===== config.mk =====
export PLATFORM = sky130hd
export DESIGN_NAME = serial_add_ctrl
export DESIGN_NICKNAME = d
export VERILOG_FILES = /design/src/rtl/serial_add_ctrl.sv
export SDC_FILE = /design/constraint.sdc
export NUM_CORES = 1
export LEC_CHECK = 0
export BUFFER_PORTS_ARGS = -buffer_cell sky130_fd_sc_hd__buf_2
export CAP_MARGIN = 30
export CORE_MARGIN = 1.5
export CORE_UTILIZATION = 42
export CTS_BUF_LIST = sky130_fd_sc_hd__clkbuf_8
export DETAILED_ROUTE_END_ITERATION = 8
export HOLD_SLACK_MARGIN = 0.1
export PLACE_DENSITY = 0.71
export SYNTH_ARGS = -nofsm -noshare
export SYNTH_HDL_FRONTEND = slang
export SYNTH_SLANG_ARGS = --single-unit

===== constraint.sdc =====
create_clock -name clk -period 1.82 [get_ports clk]
set_clock_uncertainty 0.1 [all_clocks]
set_input_delay 0.546 -clock clk [delete_from_list [all_inputs] [get_ports clk]]
set_output_delay 0.546 -clock clk [all_outputs]
set_load 0.05 [all_outputs]

===== src/rtl/serial_add_ctrl.sv =====
// Bit-serial adder: one full_adder cell adds a+b+cin LSB first, one bit per clock,
// under a three-state IDLE/RUN/DONE controller with a one-cycle done pulse.

module full_adder (
  input  logic a,
  input  logic b,
  input  logic cin,
  output logic sum,
  output logic carry
);
  assign sum   = a ^ b ^ cin;
  assign carry = (a & b) | (cin & (a ^ b));
endmodule

module serial_add_ctrl #(
  parameter int WIDTH = 8
) (
  input  logic             clk,
  input  logic             rst_n,
  input  logic             start,
  input  logic [WIDTH-1:0] a,
  input  logic [WIDTH-1:0] b,
  input  logic             cin,
  output logic             ready,
  output logic             busy,
  output logic             done,
  output logic [WIDTH-1:0] sum,
  output logic             cout
);
  localparam int CW = $clog2(WIDTH + 1);
  localparam logic [1:0] IDLE = 2'd0;
  localparam logic [1:0] RUN  = 2'd1;
  localparam logic [1:0] DONE = 2'd2;
  localparam logic [CW-1:0] LAST = CW'(WIDTH - 1);

  logic [1:0]       state;
  logic [CW-1:0]    cnt;
  logic [WIDTH-1:0] opa, opb, res, res_nxt;
  logic             cy, fa_s, fa_c;
  logic             res_lsb_unused;

  full_adder u_fa (
    .a    (opa[0]),
    .b    (opb[0]),
    .cin  (cy),
    .sum  (fa_s),
    .carry(fa_c)
  );

  // Result fills from the MSB; after WIDTH shifts bit 0 holds the first sum bit.
  generate
    if (WIDTH == 1) begin : g_w1
      assign res_nxt = fa_s;
    end else begin : g_wn
      assign res_nxt = {fa_s, res[WIDTH-1:1]};
    end
  endgenerate

  assign res_lsb_unused = res[0];

  always_ff @(posedge clk or negedge rst_n) begin
    if (!rst_n) begin
      state <= IDLE;
      cnt   <= '0;
      opa   <= '0;
      opb   <= '0;
      cy    <= 1'b0;
      res   <= '0;
      sum   <= '0;
      cout  <= 1'b0;
    end else begin
      case (state)
        IDLE: if (start) begin
          opa   <= a;
          opb   <= b;
          cy    <= cin;
          cnt   <= '0;
          state <= RUN;
        end
        RUN: begin
          res <= res_nxt;
          opa <= opa >> 1;
          opb <= opb >> 1;
          cy  <= fa_c;
          cnt <= cnt + CW'(1);
          // Final bit: publish the result on the same edge that enters DONE.
          if (cnt == LAST) begin
            state <= DONE;
            sum   <= res_nxt;
            cout  <= fa_c;
          end
        end
        DONE:    state <= IDLE;
        default: state <= IDLE;
      endcase
    end
  end

  assign ready = (state == IDLE);
  assign busy  = (state == RUN);
  assign done  = (state == DONE);

endmodule

==> reports/metrics.csv <==
stage,metric,value,unit
worst_setup_path,crit_start,state[1],
synthesis,syn_area_per_cell,10.44,µm²
power,ir_drop,1220,µV
clocking,cts_htree_levels,2,
run_status,violations,setup timing,
synthesis,ys_warn_count,0,
worst_setup_path,r2r_slack,0.15,ns
synthesis,async_reset_ff_share,100.0,%
placement,place_area,2023,µm²
routing,drtIter0Drc,91,
cells_and_area,postLayoutCoreUtil,55.71,%
run_status,outcome,"complete, but fails checks",
synthesis,syn_area,1764,µm²
clocking,cts_sinks,39,
placement,port_buffers,31,
synthesis,synth-simple-area-share,15.32,%
synthesis,synth_xor_area_share,0,%
routing,viasPerCell,5.304,
worst_setup_path,critical_path.max_fanout,6,
cells_and_area,design_area,2245,µm²
power,finalPower,4.018,mW
clocking,clk_path_buf_depth,2,
cells_and_area,drive_above_1_share,32.86,%
synthesis,yosysSeqAreaShare,55.32,%
cells_and_area,nets,234,
floorplan,die_h,67.81,µm
global_route,antenna_found_initial,0,
synthesis,yosys.area.top_type,dfrtp_1,
worst_setup_path,rr_worst_depth,5,
timing,period_share,100.2,%
floorplan,coreArea,4029,µm²
timing,slew_viol_final,0,
worst_setup_path,path_class,reg2out,
timing,slew_headroom,65.63,%
worst_setup_path,critical_path_arrival,1.18,ns
synthesis,synth_edf_count,0,
power,power_density,1790,nW/µm²
timing,setup_tns,-0.002800,ns
job,cap_violations,0,
floorplan,die_area,4598,µm²
timing,rsz0062_at_grt,yes,
floorplan,pin_count,32,
synthesis,synth_top_family_by_area,compound AO/OA/AOI/OAI gates,
synthesis,synth_compound_area_share,18.09,%
clocking,cts_root_buffer,clkbuf_8,
synthesis,synth_nets,191,
synthesis,synthesis.instances,169,
global_route,grt_usage,17.31,%
global_route,grt_max_degree,40,
synthesis,ys.flop_type,dfrtp_1,
cells_and_area,diodes,0,
synthesis,synth.area.mux_share,6.312,%
routing,wl_per_cell,13.99,µm
routing,postRouteAntennaNets,0,
worst_setup_path,required,1.17,ns
synthesis,netlist_top_cells_count,"dfrtp_1 (39), nand2_1 (27), a21oi_1 (18)",
timing,setup_ws,-0.002800,ns
worst_setup_path,cp-start-kind,flip-flop,
clocking,cts_tree,built,
global_route,grt_pass1_wl,5851,µm
synthesis,synth_seq_cells,39,
synthesis,synthAdderAreaFrac,1.844,%
synthesis,yosys.cell_types.count,25,
global_route,grt_pass1_vias,1308,
clocking,clkTransAtPathRegs,0.08,ns
routing,firstDrtPassIters,4,
routing,drt-total-wl,3680,µm
worst_setup_path,r2r_start,state[1],
worst_hold_path,hp-class,in2async,
cells_and_area,syn_to_final_growth,27.23,%
timing,fmax,548.6,MHz
timing,worst_slew_pin_slew,0.5145,ns
routing,vias,1395,
timing,hold_ws,0.1007,ns
synthesis,synth_top_area_share,55.32,%
floorplan,die-width,67.81,µm
timing,min_period,1.823,ns
placement,globalplace.congestion,0.7544,
synthesis,synth_area_leaders,"dfrtp_1 (55%), nor2b_1 (6.0%), a22oi_1 (6.0%)",
global_route,grt-ovfl-total,0,
worst_setup_path,critPathCapture,done,
floorplan,start_util,43.79,%
floorplan,std_cell_rows,23,
clocking,cts_buffers,5,
worst_setup_path,r2r-end,cout,
worst_setup_path,endpoint_kind,output port,
clocking,clkLatencyLatePin,0.29,ns
placement,hpwlAfterDp,2369,µm
power,p_leak,1.066,nW
routing,drc,0,
synthesis,yosysMostFrequentCell,dfrtp_1,
timing,setup_viol,1,
timing,finalHoldViolCount,0,
==> where the power goes <==
| group | switching [mW] | leakage [nW] | internal, mW |
|---|---|---|---|
| logic | 1.06 | 0.501 | 0.720 |
| registers | 0.268 | 0.504 | 1.22 |
| clock network | 0.302 | 0.0612 | 0.443 |
| total | 1.63 | 1.07 | 2.39 |
==> metal layers <==
metal  up-vias  share of wire (%)  track usage [%]  wire (µm)
met5         -                  0                0          0
met4         0                1.6            5.250         60
met3         8                4.7            6.086        172
met2        35                 46            28.43       1706
met1       674                 47            21.60       1741
li1        678                  -                -          -
==> cell type report <==
class,count,area (µm²)
Clock buffer,6,82.58
Multi-Input combinational cell,119,745.7
Sequential cell,39,978.4
Tap cell,50,62.56
Inverter,1,3.754
Clock inverter,2,35.03
Timing Repair Buffer,46,336.6
Fill cell,347,1784
==> worst min-delay path by stage <==
stage,from,to
global route,rst_n,opa[5]
global placement,res[1],res[1]
finish,rst_n,opa[5]
detailed placement,res[1],res[1]
floorplan,rst_n,cnt[0]
CTS,rst_n,res[1]
==> kinds of logic (layout without fill, tap and decap cells) <==
kind of cell,Yosys count,in the layout
AOI/OAI and AO/OA,54,54
muxes,10,10
and+or+nand+nor,53,53
buffers and inverters,11,55
adders and majority gates,2,2
DFF,39,39
==> sequential cells by signal, indices dropped and copies added (netlist names) <==
signal	cells
cy	1
sum	8
opa	8
cnt	4
state	2
opb	8
res	7
cout	1
==> worst max-delay path: stages (launching register included) <==
cell,delay [ns]
dfrtp_2,0.44
buf_12,0.14
and2b_4,0.16
buf_8,0.14
==> through the flow <==
stage          cells  worst slack, ns
4_1_cts          258         -0.01682
2_1_floorplan    169         -0.02050
6_report         263        -0.002800
3_5_place_dp     250           0.1808
5_1_grt          263         -0.04146
3_3_place_gp     250           0.1926
==> cell usage in the layout (no fill, tap or decap), types with 2 or more instances in the layout <==
| cell | instances |
|---|---|
| dfrtp_2 | 2 |
| buf_2 | 28 |
| a21oi_1 | 18 |
| a22oi_1 | 14 |
| clkbuf_8 | 6 |
| buf_8 | 2 |
| buf_4 | 12 |
| buf_12 | 2 |
| nand2_1 | 27 |
| nand3_1 | 2 |
| dfrtp_1 | 37 |
| o21ai_0 | 17 |
| nor2b_1 | 17 |
| a22o_1 | 2 |
| mux2_2 | 9 |
==> timing repair <==
action	CTS	global route
pin swaps	0	0
gates cloned	0	1
hold buffers	0	0
gates resized for setup	10	6
setup buffers	0	4
endpoints found under the setup margin	3	3
Power figures use the tool's default switching activity.
